<file path="src/rtl/mem_arbiter.sv">
// Two-requester round-robin arbiter in front of a single-port synchronous RAM.
// One access per two cycles: IDLE arbitrates and latches, ISSUE drives the RAM.
module mem_arbiter #(
  parameter int unsigned AW = 16,
  parameter int unsigned DW = 16
) (
  input  logic          clk,
  input  logic          rst_n,
  input  logic          req0,
  input  logic          we0,
  input  logic [AW-1:0] addr0,
  input  logic [DW-1:0] wdata0,
  input  logic          req1,
  input  logic          we1,
  input  logic [AW-1:0] addr1,
  input  logic [DW-1:0] wdata1,
  output logic          gnt0,
  output logic          gnt1,
  output logic [DW-1:0] rdata,
  output logic          rvalid0,
  output logic          rvalid1,
  output logic          ram_en,
  output logic          ram_we,
  output logic [AW-1:0] ram_addr,
  output logic [DW-1:0] ram_wdata,
  input  logic [DW-1:0] ram_rdata
);

  typedef enum logic {IDLE = 1'b0, ISSUE = 1'b1} state_t;

  state_t        state, state_d;
  logic          last, last_d;
  logic          owner, owner_d;
  logic          pick1;
  logic          gnt0_d, gnt1_d, rvalid0_d, rvalid1_d;
  logic          ram_en_d, ram_we_d;
  logic [AW-1:0] ram_addr_d;
  logic [DW-1:0] ram_wdata_d;

  // Next-state and next-output logic; every output is registered below.
  always_comb begin
    state_d     = state;
    last_d      = last;
    owner_d     = owner;
    pick1       = 1'b0;
    gnt0_d      = 1'b0;
    gnt1_d      = 1'b0;
    rvalid0_d   = 1'b0;
    rvalid1_d   = 1'b0;
    ram_en_d    = 1'b0;
    ram_we_d    = 1'b0;
    ram_addr_d  = ram_addr;
    ram_wdata_d = ram_wdata;
    unique case (state)
      IDLE: begin
        if (req0 || req1) begin
          // On a tie the requester not granted last wins.
          pick1       = req1 && (!req0 || !last);
          owner_d     = pick1;
          last_d      = pick1;
          state_d     = ISSUE;
          ram_en_d    = 1'b1;
          ram_we_d    = pick1 ? we1 : we0;
          ram_addr_d  = pick1 ? addr1 : addr0;
          ram_wdata_d = pick1 ? wdata1 : wdata0;
          gnt0_d      = !pick1;
          gnt1_d      = pick1;
        end
      end
      ISSUE: begin
        state_d = IDLE;
        // RAM presents read data in the cycle after the strobe.
        if (!ram_we) begin
          rvalid0_d = !owner;
          rvalid1_d = owner;
        end
      end
      default: state_d = IDLE;
    endcase
  end

  always_ff @(posedge clk or negedge rst_n) begin
    if (!rst_n) begin
      state     <= IDLE;
      last      <= 1'b1;
      owner     <= 1'b0;
      gnt0      <= 1'b0;
      gnt1      <= 1'b0;
      rvalid0   <= 1'b0;
      rvalid1   <= 1'b0;
      ram_en    <= 1'b0;
      ram_we    <= 1'b0;
      ram_addr  <= '0;
      ram_wdata <= '0;
    end else begin
      state     <= state_d;
      last      <= last_d;
      owner     <= owner_d;
      gnt0      <= gnt0_d;
      gnt1      <= gnt1_d;
      rvalid0   <= rvalid0_d;
      rvalid1   <= rvalid1_d;
      ram_en    <= ram_en_d;
      ram_we    <= ram_we_d;
      ram_addr  <= ram_addr_d;
      ram_wdata <= ram_wdata_d;
    end
  end

  // Read data is forwarded from the RAM in the rvalid cycle, zero otherwise.
  assign rdata = (rvalid0 || rvalid1) ? ram_rdata : '0;

endmodule

</file>
<file path="config.mk">
export PLATFORM = sky130hd
export DESIGN_NAME = mem_arbiter
export DESIGN_NICKNAME = d
export VERILOG_FILES = /design/src/rtl/mem_arbiter.sv
export SDC_FILE = /design/constraint.sdc
export NUM_CORES = 1
export LEC_CHECK = 0
export BUFFER_PORTS_ARGS = -buffer_cell sky130_fd_sc_hd__buf_2
export CAP_MARGIN = 20
export CORE_MARGIN = 1
export CORE_UTILIZATION = 26
export DETAILED_ROUTE_END_ITERATION = 10
export HOLD_SLACK_MARGIN = 0.1
export PLACE_DENSITY_LB_ADDON = 0.15
export SYNTH_ARGS = -nofsm -noshare
export SYNTH_HDL_FRONTEND = slang
export SYNTH_SLANG_ARGS = --single-unit
</file>
<file path="constraint.sdc">
create_clock -name clk -period 3.2 [get_ports clk]
set_input_delay 0.32 -clock clk [delete_from_list [all_inputs] [get_ports clk]]
set_output_delay 0.32 -clock clk [all_outputs]
set_load 0.02 [all_outputs]
</file>
-- Word-level counts from Yosys, hierarchy flattened
Cells that the tools add are included.
- mux-type cells: 17
- bitwise gates (word level): 1
- reductions and logical operators: 9
- operator list (operator ; number):
    $mux W16 ; 3
    $mux W1 ; 13
    $logic_not A1 Y1 ; 4
    $logic_or A1 B1 Y1 ; 3
    $pmux W1 S2 ; 1
    $reduce_and A2 Y1 ; 1
    $logic_and A1 B1 Y1 ; 1
    $not A1 Y1 ; 1
- register bits: 41
- bits of input ports: 86

-- Depth between registers and ports, before layout
Gate-level depths: netlist of the first run.
- depth after elaboration: 6
- mapped depth: 6

-- Least setup slack after synthesis of the first run
Ideal clock, no wire load.
- path type: register to output
- from: register rvalid1
- to: output rdata[10]
- arrival time: 1.202 ns
- slack: 1.678 ns
- stages on the path, launching flop included: 4
- cell sequence: dfrtp_1 nor2_1 clkbuf_1 nor2b_1
- cells in the longest elaborated chain, start to end: 2
- RTL lines (element ; line ; source):
    start: declaration ; 21 ; output logic rvalid1,
    start signal: assignment ; 102 ; rvalid1 <= rvalid1_d;
    $logic_or A1 B1 Y1 ; 111 ; assign rdata = (rvalid0 || rvalid1) ? ram_rdata : '0;
    $mux W16 ; 111 ;
    end: declaration ; 19 ; output logic [DW-1:0] rdata,
Every way passes these cells.

-- Worst setup path in the final report of the first run
- from: register rvalid1
- to: output rdata[1]
The elaborated chain is that of the path after synthesis.

==> impl_metrics.yaml, run 1 <==
placed_design:
  dp_cells: 405
  io_buffers: 139
  place_congestion: 0.682
  dp_hpwl_mm: 3.73
yosys:
  yosys.cell_types.count: 23
  netlist.area_leader.share: 0.527
  netlist_area_um2: 1850
  yosysTopAreaCell: "dfrtp_1"
  postSynthCellCount: 182
  synth-seq-cells: 40
  ys_warn_count: 0
  avgSynthCellArea_um2: 10.2
  synth_seq_area_share: 0.542
  syn-num-nets: 268
  synthTopCellsByArea: "dfrtp_1 53%, a21oi_1 9.2%, a221o_1 8.7%, and3_1 5.4%, nor2b_1 5.4%"
critical_path:
  timing.rr.end: "ram_wdata[11]$_DFFE_PN0P_"
  crit_path_start: "rvalid1$_DFF_PN0_"
  cp-end-kind: "output pin"
  crit_required_ps: 2880
  r2r_cells: 4
  crit_fanout: 16
  arrival_ps: 1660
  path_class: "reg2out"
  reg2reg_slack_ps: 1600
  timing.rr.start: "ram_en$_DFF_PN0_"
  cp-endpoint: "rdata[1]"
  worstSetupStartpointType: "flip-flop"
pwr:
  p_sw_uw: 607
  power.leakage_uw: 0.00147
  power.density_nw_per_um2: 623
  vdd_ir_drop_max_uv: 243
  total_power_uw: 1690
  pwr-share-seq: 0.405
  intPower_uw: 1080
  combPwrFrac: 0.357
  p_clk_frac: 0.239
  swShare: 0.360
sta:
  drv_slew: 0
  relSlewSlack: 0.392
  finalCritPeriodShare: 0.618
  hold_viol: 0
  fin_skew_ps: 12.9
  rsz0062_at_grt: "false"
  timing.fmax_ghz: 0.506
  worst_pin_slew_ps: 913
  final-setup-viol-count: 0
  min_period_ps: 1980
  fin_setup_tns_ps: 0
detailed_routing:
  topRoutingLayerUsed: "met4"
  drt_iter0_drc: 62
  detail-route-antenna-nets: 0
  drt-met1-wl_mm: 2.20
  dr_wl_met3_um: 416
  wl_met2_mm: 2.55
  drt-total-wl_mm: 5.24
  num_vias: 1832
  viasPerCell: 4.44
  drtPass1Iterations: 4
  drc: 0
  wire_per_inst_um: 12.7
clock_network:
  cts_setup_buffers: 0
  clock_latency_ps: 290
  cts_resized: 0
  cts_tree: "built"
  clockRootBuffer: "clkbuf_8"
  clockBufferDepth: 2
  cts_max_level: 2
  holdBufCountCts: 0
  path_clk_slew_ps: 80
  numCtsBuffers: 5
  clock_sink_count: 40
final_layout:
  fin_nets: 402
  stdcell_count: 413
  register_area_um2: 1000
  diodes: 0
  drive_above_1_share: 0.479
  multiInputGateArea_um2: 776
  syn_to_final_growth_pct: 46.2
  fillers: 731
global_route:
  grt_pass1_wl_mm: 8.22
  grt_max_degree: 41
  grt_pass1_vias: 1769
  grt_usage: 0.143
  overflow: 0
  antenna_found_initial: 0
floorplanning:
  row_count: 30
  core-area_um2: 6830
  die_w_um: 86.4
  die_y_um: 86.4
  io_pins: 140
  dieArea_um2: 7460
  start_util: 0.271
status:
  status: "completed"
worst_hold_path:
  min-delay-path-class: "in2async"
run:
  maxCapViolations: 0
[critical path, cell delays in order (launching register included)]
cell and delay [ps]:
dfrtp_1 380, nor2_1 670, nor2b_1 120, buf_2 200
[worst min-delay path by stage]
stage                                  from                  endpoint
final                                 rst_n  ram_addr[10]$_DFFE_PN0P_
after detailed placement  owner$_DFFE_PN0P_         rvalid0$_DFF_PN0_
after global routing                  rst_n  ram_addr[10]$_DFFE_PN0P_
after CTS                             rst_n  ram_addr[10]$_DFFE_PN0P_
after floorplan                       rst_n            gnt0$_DFF_PN0_
after global placement    owner$_DFFE_PN0P_         rvalid0$_DFF_PN0_
[cells in the mapped netlist]
cell      number
a21bo_2        1
a21boi_2       1
a21boi_4       1
a21o_1         1
a21oi_1       34
a221o_1       16
and2_1         1
and2b_1        2
and3_1        16
and3b_1        1
buf_2          7
buf_4          2
buf_6          2
clkbuf_1       1
dfrtp_1       39
dfstp_2        1
inv_2          1
nand2_1       18
nand2b_1       1
nor2_1        18
nor2b_1       16
nor3b_1        1
o21bai_2       1
[registers in the layout, summed over array words and instances (netlist names)]
| register | count |
|---|---|
| owner | 1 |
| ram_en | 1 |
| ram_addr | 16 |
| gnt1 | 1 |
| rvalid0 | 1 |
| last | 1 |
| ram_wdata | 16 |
| rvalid1 | 1 |
| ram_we | 1 |
| gnt0 | 1 |
[cells in the final DEF, fill, tap and decap left out]
master     count
and2_1         1
nand2b_1       1
buf_2        139
nor3b_1        1
a21oi_1       34
a21boi_4       1
nand2_1       18
and3b_1        1
dfrtp_1       39
a21bo_2        1
dfstp_2        1
clkinv_2       1
nor2b_1       16
and3_1        16
clkbuf_8       5
a21boi_2       1
clkbuf_1       1
and2b_1        2
nor2_1        18
bufinv_16      1
o21bai_4       1
a221o_1       16
inv_2          1
a21o_1         1
[routing by layer]
metal / vias to the layer above / track usage
met5: - / 0
met4: 0 / 0.0500
met1: 830 / 0.167
met2: 85 / 0.252
li1: 912 / -
met3: 5 / 0.0381
[stage by stage]
step / area [µm²] / hold WS [ps] / utilization / setup slack, ps
global placement: 2600 / 438 / 0.380 / 1270
floorplan: 1850 / 24.4 / - / 1680
detailed placement: 2600 / 443 / 0.380 / 1260
global route: 2710 / 237 / 0.396 / 1090
finish: 2710 / 155 / 0.396 / 1220
CTS: 2710 / 193 / 0.396 / 1160
[cell type report]
class                   instances  share of cell area
clock buffers                   6              0.0268
repair buffers                139               0.257
flip-flops and latches         40               0.370
clock inverters                 2              0.0130
well taps                      96              0.0444
multi-input cells             129               0.287
inverters                       1             0.00139
[logic make-up (layout without fill, tap and decap cells)]
kind of cell | after synthesis | after routing | synth area share
flip-flops | 40 | 40 | 0.542
buffers and inverters | 13 | 148 | 0.0433
AND/OR/NAND/NOR | 74 | 74 | 0.205
AO/OA/AOI/OAI | 55 | 55 | 0.210
[power groups by stage]
stage / Sequential (µW) / Clock [µW] / Combinational [µW]
4_1_cts: 683 / 422 / 611
5_1_grt: 696 / 450 / 654
3_3_place_gp: 693 / 0 / 606
3_5_place_dp: 692 / 0 / 611
2_1_floorplan: 810 / 0 / 266
6_report: 682 / 403 / 601
Note: power is estimated with default switching activity, not from simulation.
==> run 2, diff against run 1 <==
Clock period 3.2 ns to 1.6 ns, I/O delays scaled along.
==> run 2 against run 1 <==
Critical path depth stayed put. Hold slack worse by 43 ps. Final cell count is 6.5% higher. Combinational power is 110% higher. Highest routed layer unchanged. First-iteration DRC count is 45% higher. Critical endpoint is now ram_wdata[3]$_DFFE_PN0P_. Critical path type is now reg2reg.
==> impl_metrics.yaml, run 2 (same netlist as run 1, synthesis figures left out) <==
critical_path:
  cp-end-kind: "flip-flop"
  slowest_delay_ps: 410
  worstSetupStartpointType: "flip-flop"
  path_class: "reg2reg"
  critPathSlowestCell: "dfstp_2"
  crit_required_ps: 1770
  crit_fanout: 17
  crit_chain: "nand2b_1 > and3_1 > a221o_1"
  arrival_ps: 1670
run:
  maxCapViolations: 0
pwr:
  total_power_uw: 3290
  power.density_nw_per_um2: 1110
  power.leakage_uw: 0.00158
  vdd_ir_drop_max_uv: 464
floorplanning:
  die_y_um: 86.4
  dieArea_um2: 7460
  io_pins: 140
  start_util: 0.271
  core-area_um2: 6830
  die_w_um: 86.4
  row_count: 30
detailed_routing:
  drc: 0
  drt-total-wl_mm: 5.56
  detail-route-antenna-nets: 0
  wire_per_inst_um: 12.6
  drt_iter0_drc: 90
  num_vias: 1973
  viasPerCell: 4.48
  drtPass1Iterations: 5
global_route:
  overflow: 0
  grt_usage: 0.146
  grt_pass1_wl_mm: 8.41
  grt_pass1_vias: 1843
  antenna_found_initial: 0
  grt_max_degree: 36
sta:
  hold_viol: 0
  rsz0062_at_grt: "false"
  drv_slew: 0
  finalCritPeriodShare: 0.937
  relSlewSlack: 0.458
  min_period_ps: 1500
  fin_skew_ps: 6.74
  final-setup-viol-count: 0
  whs_ps: 111
  worst_pin_slew_ps: 812
  fin_setup_tns_ps: 0
  timing.fmax_ghz: 0.667
final_layout:
  register_area_um2: 1000
  diodes: 0
  fillers: 693
  final_cell_mix: "139 x buf_2, 39 x dfrtp_1, 34 x a21oi_1"
  multiInputGateArea_um2: 787
  utilization: 0.433
  drive_above_1_share: 0.459
  syn_to_final_growth_pct: 59.9
  top_regs: "ram_addr: 16 flops, ram_wdata: 16 flops"
  final_common_cell: "buf_2"
  fin_nets: 429
placed_design:
  dp_hpwl_mm: 3.97
  place_congestion: 0.667
  io_buffers: 139
clock_network:
  clock_sink_count: 40
  clockRootBuffer: "clkbuf_8"
  cts_setup_buffers: 0
  clock_latency_ps: 280
  cts_tree: "built"
  clockBufferDepth: 2
  cts_max_level: 2
  cts_resized: 0
  numCtsBuffers: 5
  path_clk_slew_ps: 80
status:
  status: "completed"
worst_hold_path:
  min-delay-path-class: "in2reg"
run 2: cell types whose count changed in the layout (fill, tap and decap cells not counted):
cell           delta
dlygate4sd3_1    +22
buf_4             +3
bufinv_16         -1
clkinv_4          +1
clkinv_2          +1
clkbuf_1          -1
o21bai_2          +1
buf_12            +1
run 2: report_power, final:
group / switching, µW / internal, µW / total (µW) / leakage, µW
Clock: 346 / 304 / 650 / 0.0000479
Sequential: 137 / 1230 / 1370 / 0.000477
Combinational: 756 / 517 / 1270 / 0.00106
run 2: routing by layer:
| layer | global-route usage | vias up | wire length, µm |
|---|---|---|---|
| met4 | 0.0500 | 0 | 57 |
| met3 | 0.0362 | 4 | 473 |
| li1 | - | 966 | - |
| met2 | 0.252 | 95 | 2770 |
| met5 | 0 | - | 0 |
| met1 | 0.178 | 908 | 2260 |
run 2: path summary, 6_finish.rpt:
kind	from	cells past startpoint	endpoint	slack (ps)
setup / recovery	last$_DFFE_PN1P_	3	ram_wdata[3]$_DFFE_PN0P_	100
hold / removal	wdata0[5]	3	ram_wdata[5]$_DFFE_PN0P_	110
setup reg to reg	last$_DFFE_PN1P_	3	ram_wdata[3]$_DFFE_PN0P_	100
hold reg to reg	ram_we$_DFF_PN0_	1	rvalid0$_DFF_PN0_	440
max in group asynchronous	rst_n	3	ram_wdata[7]$_DFFE_PN0P_	780
min in group asynchronous	rst_n	2	ram_addr[9]$_DFFE_PN0P_	350
run 2: layout make-up:
type                       instances  share of cell area
sequential                        40               0.339
timing repair buffer             165               0.324
clock inverter                     3             0.00634
clock buffer                       5              0.0233
tap                               96              0.0406
inverter                           1             0.00127
multi-input combinational        130               0.266
run 2: metrics by stage:
step	setup slack [ps]	instances	area [µm²]
finish	100	440	2960
global route	4.57	440	2960
CTS	5.48	439	2950
detailed placement	-176	409	2640
global placement	-126	409	2640
floorplan	198	182	1850
run 2: critical path: cells and delay by family, from the launching register on:
family	cells	cell delay [ps]
flops	1	410
compound gates	1	270
simple gates	2	700
run 2: repair_timing:
item / 4_1_cts / 5_1_grt
hold buffers: 22 / 0
endpoints found under the setup margin: 0 / 16
endpoints found under the hold margin: 37 / 0
